`src/rtl/ps2_keyboard_rx.sv`:
```
// PS/2 device-to-host receiver: pin conditioning, frame FSM with timeout, scan-code FIFO, error count.
// Define PS2_DECODE_EN to fold E0/F0 prefix bytes into the {ext, brk} bits of the stored code.
`timescale 1ns/1ps
module ps2_keyboard_rx #(
  parameter int DEPTH_LOG2 = 3,
  parameter int FILTER_LEN = 4,
  parameter int TIMEOUT    = 50000
) (
  input  logic                  clk,
  input  logic                  clrn,
  input  logic                  ps2_clk,
  input  logic                  ps2_data,
  input  logic                  readn,
  output logic [9:0]            data,
  output logic                  ready,
  output logic [DEPTH_LOG2:0]   count,
  output logic                  overflow,
  output logic                  err,
  output logic [7:0]            err_cnt
);
  localparam int DEPTH = 1 << DEPTH_LOG2;
  localparam int TW    = $clog2(TIMEOUT + 1);
  localparam logic [DEPTH_LOG2:0]   CNT_ONE = 1;
  localparam logic [DEPTH_LOG2-1:0] PTR_ONE = 1;
  localparam logic [TW-1:0]         TO_ONE  = 1;

  typedef enum logic [1:0] {IDLE, DATA, PARITY, STOP} state_t;

  logic [1:0]            sync_clk, sync_dat;
  logic [3:0]            flt_cnt;
  logic                  filt, filt_d;
  logic [FILTER_LEN-1:0] dly;
  logic                  fall, bit_in;

  always_ff @(posedge clk or negedge clrn) begin
    if (!clrn) begin
      sync_clk <= 2'b11;
      sync_dat <= 2'b11;
      flt_cnt  <= '0;
      filt     <= 1'b1;
      filt_d   <= 1'b1;
      dly      <= '1;
    end else begin
      sync_clk <= {sync_clk[0], ps2_clk};
      sync_dat <= {sync_dat[0], ps2_data};
      filt_d   <= filt;
      dly[0]   <= sync_dat[1];
      for (int i = 1; i < FILTER_LEN; i++) dly[i] <= dly[i-1];
      if (sync_clk[1] == filt)
        flt_cnt <= '0;
      else if (flt_cnt == 4'(FILTER_LEN)) begin
        filt    <= sync_clk[1];
        flt_cnt <= '0;
      end else
        flt_cnt <= flt_cnt + 4'd1;
    end
  end

  // data delay line keeps each bit aligned with the filtered clock edge
  assign fall   = filt_d & ~filt;
  assign bit_in = dly[FILTER_LEN-1];

  state_t        state, state_nxt;
  logic [7:0]    shreg, shreg_nxt;
  logic [2:0]    idx, idx_nxt;
  logic          par, par_nxt;
  logic [TW-1:0] to_cnt, to_nxt;
  logic          err_nxt, frame_ok, push;
  logic [9:0]    push_data;
`ifdef PS2_DECODE_EN
  logic          ext, brk, ext_nxt, brk_nxt;
`endif

  always_ff @(posedge clk or negedge clrn) begin
    if (!clrn) begin
      state   <= IDLE;
      shreg   <= '0;
      idx     <= '0;
      par     <= 1'b0;
      to_cnt  <= '0;
      err     <= 1'b0;
      err_cnt <= '0;
`ifdef PS2_DECODE_EN
      ext     <= 1'b0;
      brk     <= 1'b0;
`endif
    end else begin
      state  <= state_nxt;
      shreg  <= shreg_nxt;
      idx    <= idx_nxt;
      par    <= par_nxt;
      to_cnt <= to_nxt;
      err    <= err_nxt;
      if (err_nxt && err_cnt != 8'hFF) err_cnt <= err_cnt + 8'd1;
`ifdef PS2_DECODE_EN
      ext    <= ext_nxt;
      brk    <= brk_nxt;
`endif
    end
  end

  always_comb begin
    state_nxt = state;
    shreg_nxt = shreg;
    idx_nxt   = idx;
    par_nxt   = par;
    to_nxt    = to_cnt;
    err_nxt   = 1'b0;
    frame_ok  = 1'b0;
    if (state == IDLE) begin
      to_nxt = '0;
      if (fall) begin
        if (!bit_in) begin
          state_nxt = DATA;
          idx_nxt   = '0;
        end else
          err_nxt = 1'b1;
      end
    end else if (fall) begin
      to_nxt = '0;
      case (state)
        DATA: begin
          shreg_nxt = {bit_in, shreg[7:1]};
          idx_nxt   = idx + 3'd1;
          if (idx == 3'd7) state_nxt = PARITY;
        end
        PARITY: begin
          par_nxt   = bit_in;
          state_nxt = STOP;
        end
        default: begin
          state_nxt = IDLE;
          if (bit_in && (^{shreg, par})) frame_ok = 1'b1;
          else err_nxt = 1'b1;
        end
      endcase
    end else if (to_cnt == TW'(TIMEOUT)) begin
      state_nxt = IDLE;
      to_nxt    = '0;
      err_nxt   = 1'b1;
    end else
      to_nxt = to_cnt + TO_ONE;
  end

`ifdef PS2_DECODE_EN
  always_comb begin
    ext_nxt   = ext;
    brk_nxt   = brk;
    push      = 1'b0;
    push_data = {ext, brk, shreg};
    if (frame_ok) begin
      if (shreg == 8'hE0) ext_nxt = 1'b1;
      else if (shreg == 8'hF0) brk_nxt = 1'b1;
      else begin
        push    = 1'b1;
        ext_nxt = 1'b0;
        brk_nxt = 1'b0;
      end
    end
  end
`else
  assign push      = frame_ok;
  assign push_data = {2'b00, shreg};
`endif

  logic [9:0]            mem [DEPTH];
  logic [DEPTH_LOG2-1:0] wptr, rptr;
  logic                  pop, full, wr_en;

  assign ready = (count != '0);
  assign full  = (count == (DEPTH_LOG2+1)'(DEPTH));
  assign pop   = ~readn & ready;
  // a full FIFO still accepts a push when a pop frees the head slot in the same cycle
  assign wr_en = push & (~full | pop);
  assign data  = mem[rptr];

  always_ff @(posedge clk) begin
    if (wr_en) mem[wptr] <= push_data;
  end

  always_ff @(posedge clk or negedge clrn) begin
    if (!clrn) begin
      wptr     <= '0;
      rptr     <= '0;
      count    <= '0;
      overflow <= 1'b0;
    end else begin
      if (wr_en) wptr <= wptr + PTR_ONE;
      if (pop)   rptr <= rptr + PTR_ONE;
      case ({wr_en, pop})
        2'b10:   count <= count + CNT_ONE;
        2'b01:   count <= count - CNT_ONE;
        default: count <= count;
      endcase
      if (pop) overflow <= 1'b0;
      else if (push && full) overflow <= 1'b1;
    end
  end
endmodule

```
`config.mk`:
```
export PLATFORM = sky130hd
export DESIGN_NAME = ps2_keyboard_rx
export DESIGN_NICKNAME = d
export VERILOG_FILES = /design/src/rtl/ps2_keyboard_rx.sv
export SDC_FILE = /design/constraint.sdc
export NUM_CORES = 1
export LEC_CHECK = 0
export BUFFER_PORTS_ARGS = -buffer_cell sky130_fd_sc_hd__buf_2
export CELL_PAD_IN_SITES_DETAIL_PLACEMENT = 0
export CELL_PAD_IN_SITES_GLOBAL_PLACEMENT = 1
export CORE_MARGIN = 8
export CORE_UTILIZATION = 25
export CTS_CLUSTER_DIAMETER = 100
export DETAILED_ROUTE_END_ITERATION = 8
export PLACE_DENSITY = 0.53
export SLEW_MARGIN = 20
export SYNTH_ARGS = -nofsm -noshare
export SYNTH_HDL_FRONTEND = slang
export SYNTH_SLANG_ARGS = --single-unit
export TNS_END_PERCENT = 100
```
`constraint.sdc`:
```
create_clock -name clk -period 4.5 [get_ports clk]
set_clock_uncertainty 0.1 [all_clocks]
set_input_delay 0.675 -clock clk [delete_from_list [all_inputs] [get_ports clk]]
set_output_delay 0.675 -clock clk [all_outputs]
set_load 0.03 [all_outputs]
```
==> results.py <==
metrics = {
    "grt": {
        "grt_max_degree": 34,
        "grt_pass1_vias": 3303,
        "top_usage_layer": "met2",
        "met2_usage_pct": 14.2,
        "grt.overflow.total": 0,
        "use_met1_pct": 9.64,
        "antenna_found_initial": 0,
        "grt_util_met3_pct": 3.12,
        "track_usage_pct": 8.46,
        "grt_first_pass_wirelength_um": 18200,
    },
    "finish": {
        "final_nets": 456,
        "design_area_mm2": 0.00678,
        "diodes": 0,
        "area_growth_pct": 19.3,
        "final_cell_mix": "edfxtp_1, dfrtp_1, nor2_1, nand2_1, buf_2",
        "layout_commonest_cell": "edfxtp_1",
        "drive_above_1_share_pct": 29.7,
        "multi_input_area_mm2": 0.00201,
        "fill_cells": 2248,
        "register_area_mm2": 0.00354,
    },
    "drt": {
        "drt_iter0_drc": 110,
        "avgRoutedWirePerCell_um": 15.1,
        "drcViolationCount": 0,
        "avgViaCountPerCell": 4.25,
        "vias": 3113,
        "postRouteAntennaNets": 0,
        "wl_um": 11100,
        "first_pass_iters": 7,
    },
    "worst_setup_path": {
        "path_max_fanout": 11,
        "cpMaxStageDelayCell": "nor3b_2",
        "worstSetupPathDepth": 7,
        "critPathMaxStageDelay_ps": 670,
        "rr_endpoint": "mem[3][5]",
        "crit_path_end_kind": "flop",
        "cp-endpoint": "mem[3][5]",
        "crit_chain": "xor2_1, xnor3_2, mux2i_4, nand3b_4, a31oi_4, nand2_2, nor3b_2",
        "crit_family": "simple AND/OR/NAND/NOR gates",
        "r2r_cells": 7,
        "cp_num_buf_inv": 0,
        "r2r_start": "shreg[1]",
        "worstPathArrival_ps": 3110,
        "crit_type": "flop to flop",
        "r2r_slack_ps": 1330,
        "crit_required_ps": 4440,
        "cp-startpoint": "shreg[1]",
        "startpoint_type": "flop",
    },
    "clocking": {
        "cts_tree": "built",
        "htree_levels": 4,
        "clkLatencyLatePin_ps": 430,
        "cts_hold_buf": 0,
        "post_cts_buffers": 0,
        "cts_resized": 0,
        "clk_pin_slew_worst_paths_ps": 60,
        "clock_sinks": 128,
        "cts-root-buf": "clkbuf_16",
        "cts_buffers": 17,
        "cts_buffer_depth": 2,
    },
    "logic_synthesis": {
        "synth.distinct_cells": 57,
        "async_flop_share_pct": 50.0,
        "ys.flop_type": "edfxtp_1",
        "seq_area_frac_synth_pct": 62.2,
        "yosys_warnings": 0,
        "netlist_instances": 393,
        "synth_area_mm2": 0.00568,
        "synth.avg_cell_area_um2": 14.5,
        "synth-edff-count": 64,
        "synth_seq_cells": 128,
    },
    "floorplanning": {
        "io_pins": 30,
        "rows": 55,
        "die-area_mm2": 0.0278,
        "die_x_um": 167,
        "die_h_um": 167,
        "core_mm2": 0.0225,
        "initial_core_util_pct": 25.3,
    },
    "pwr": {
        "vdd_ir_drop_max_uv": 265,
        "leakagePower_nw": 2.63,
        "powerDensity_mw_per_mm2": 625,
    },
    "placed_design": {
        "gp_congestion": 0.741,
        "numPortBuffers": 27,
        "dpl_worst_slack_ps": 1300,
        "hpwl_um": 7340,
        "dpl_cell_area_mm2": 0.00616,
    },
    "timing": {
        "tightestPinTransition_ps": 852,
        "max_freq_mhz": 315,
        "setup_viol": 0,
        "postLayoutSetupSlackWorst_ps": 1330,
        "rsz0062_at_grt": "false",
        "finalSetupTns_ps": 0,
        "hold_viol": 0,
        "timing.final.max_slew_violations": 0,
        "hold_slack_ps": 234,
        "max_slew_margin_pct": 43.2,
        "post-route-period-util_pct": 70.5,
        "min_period_ps": 3170,
    },
    "status": {
        "status": "complete, no violations",
    },
    "min_path": {
        "min_path_type": "input port to asynchronous set/reset pin",
    },
    "job": {
        "cap_violations": 0,
    },
}
-- routing by layer --
metal | share of wire [%] | vias to the layer above
met2 | 51 | 35
met3 | 3.0 | 11
met1 | 44 | 1568
met4 | 1.3 | 0
li1 | - | 1499
met5 | 0 | -
-- how the worst min path moves through the flow --
stage	start	end	slack, ps
final	clrn	to_cnt[3]	230
after global routing	ps2_data	sync_dat[0]	230
after CTS	ps2_clk	sync_clk[0]	240
after detailed placement	sync_dat[1]	dly[0]	250
after global placement	sync_dat[1]	dly[0]	250
after floorplan	sync_dat[1]	dly[0]	250
-- synth_stat cells, types with 3 or more instances --
cell type	instances	area, µm²
nor3_1	7	35.0
and3_1	4	25.0
ha_1	15	188
nor2_1	31	116
nand3_1	14	70.1
clkbuf_1	6	22.5
nor2b_1	4	25.0
dfstp_2	10	263
nand2_1	31	116
buf_4	3	22.5
inv_1	13	48.8
edfxtp_1	64	1920
a31oi_1	3	18.8
o21ai_0	11	55.1
nand2b_1	7	43.8
xnor2_1	16	140
dfrtp_1	54	1350
mux2_2	20	225
mux4_2	16	360
a21oi_1	6	30.0
xor2_1	14	123
-- report_power, final --
group	total, W	internal [W]	switching (W)
logic	0.00118	0.000530	0.000646
clock network	0.00144	0.000925	0.000514
registers	0.00162	0.00139	0.000239
total	0.00424	0.00284	0.00140
-- cells by family after synthesis --
| group | share of synthesized area [%] |
|---|---|
| AOI/OAI and AO/OA | 3.50 |
| xor gates and xnor gates | 5.44 |
| adders and majority gates | 3.65 |
| buffers and inverters | 2.40 |
| DFF | 62.2 |
| muxes | 11.1 |
| other | 0.0660 |
| and+or+nand+nor | 11.6 |
-- final cells by class --
| cell class | count | area share, % |
|---|---|---|
| Clock buffer | 18 | 6.33 |
| Sequential cell | 128 | 52.2 |
| Inverter | 13 | 0.720 |
| Tap cell | 285 | 5.26 |
| Multi-Input combinational cell | 239 | 29.7 |
| Timing Repair Buffer | 36 | 2.99 |
| Clock inverter | 14 | 2.81 |
-- stage by stage --
step / power (W) / instances / util, %
final: 0.00424 / 733 / 30.1
after global routing: 0.00450 / 733 / 30.1
after CTS: 0.00432 / 733 / 30.1
after detailed placement: 0.00285 / 701 / 27.4
after global placement: 0.00283 / 701 / 27.4
after floorplan: 0.00253 / 394 / -
-- state kept, by name, summed over array words and instances (netlist names), 3 cells and up --
name / cells
count: 4
dly: 4
err_cnt: 8
flt_cnt: 4
idx: 3
mem: 64
rptr: 3
shreg: 8
to_cnt: 16
wptr: 3
No activity file was read; power rests on OpenSTA's default activity.
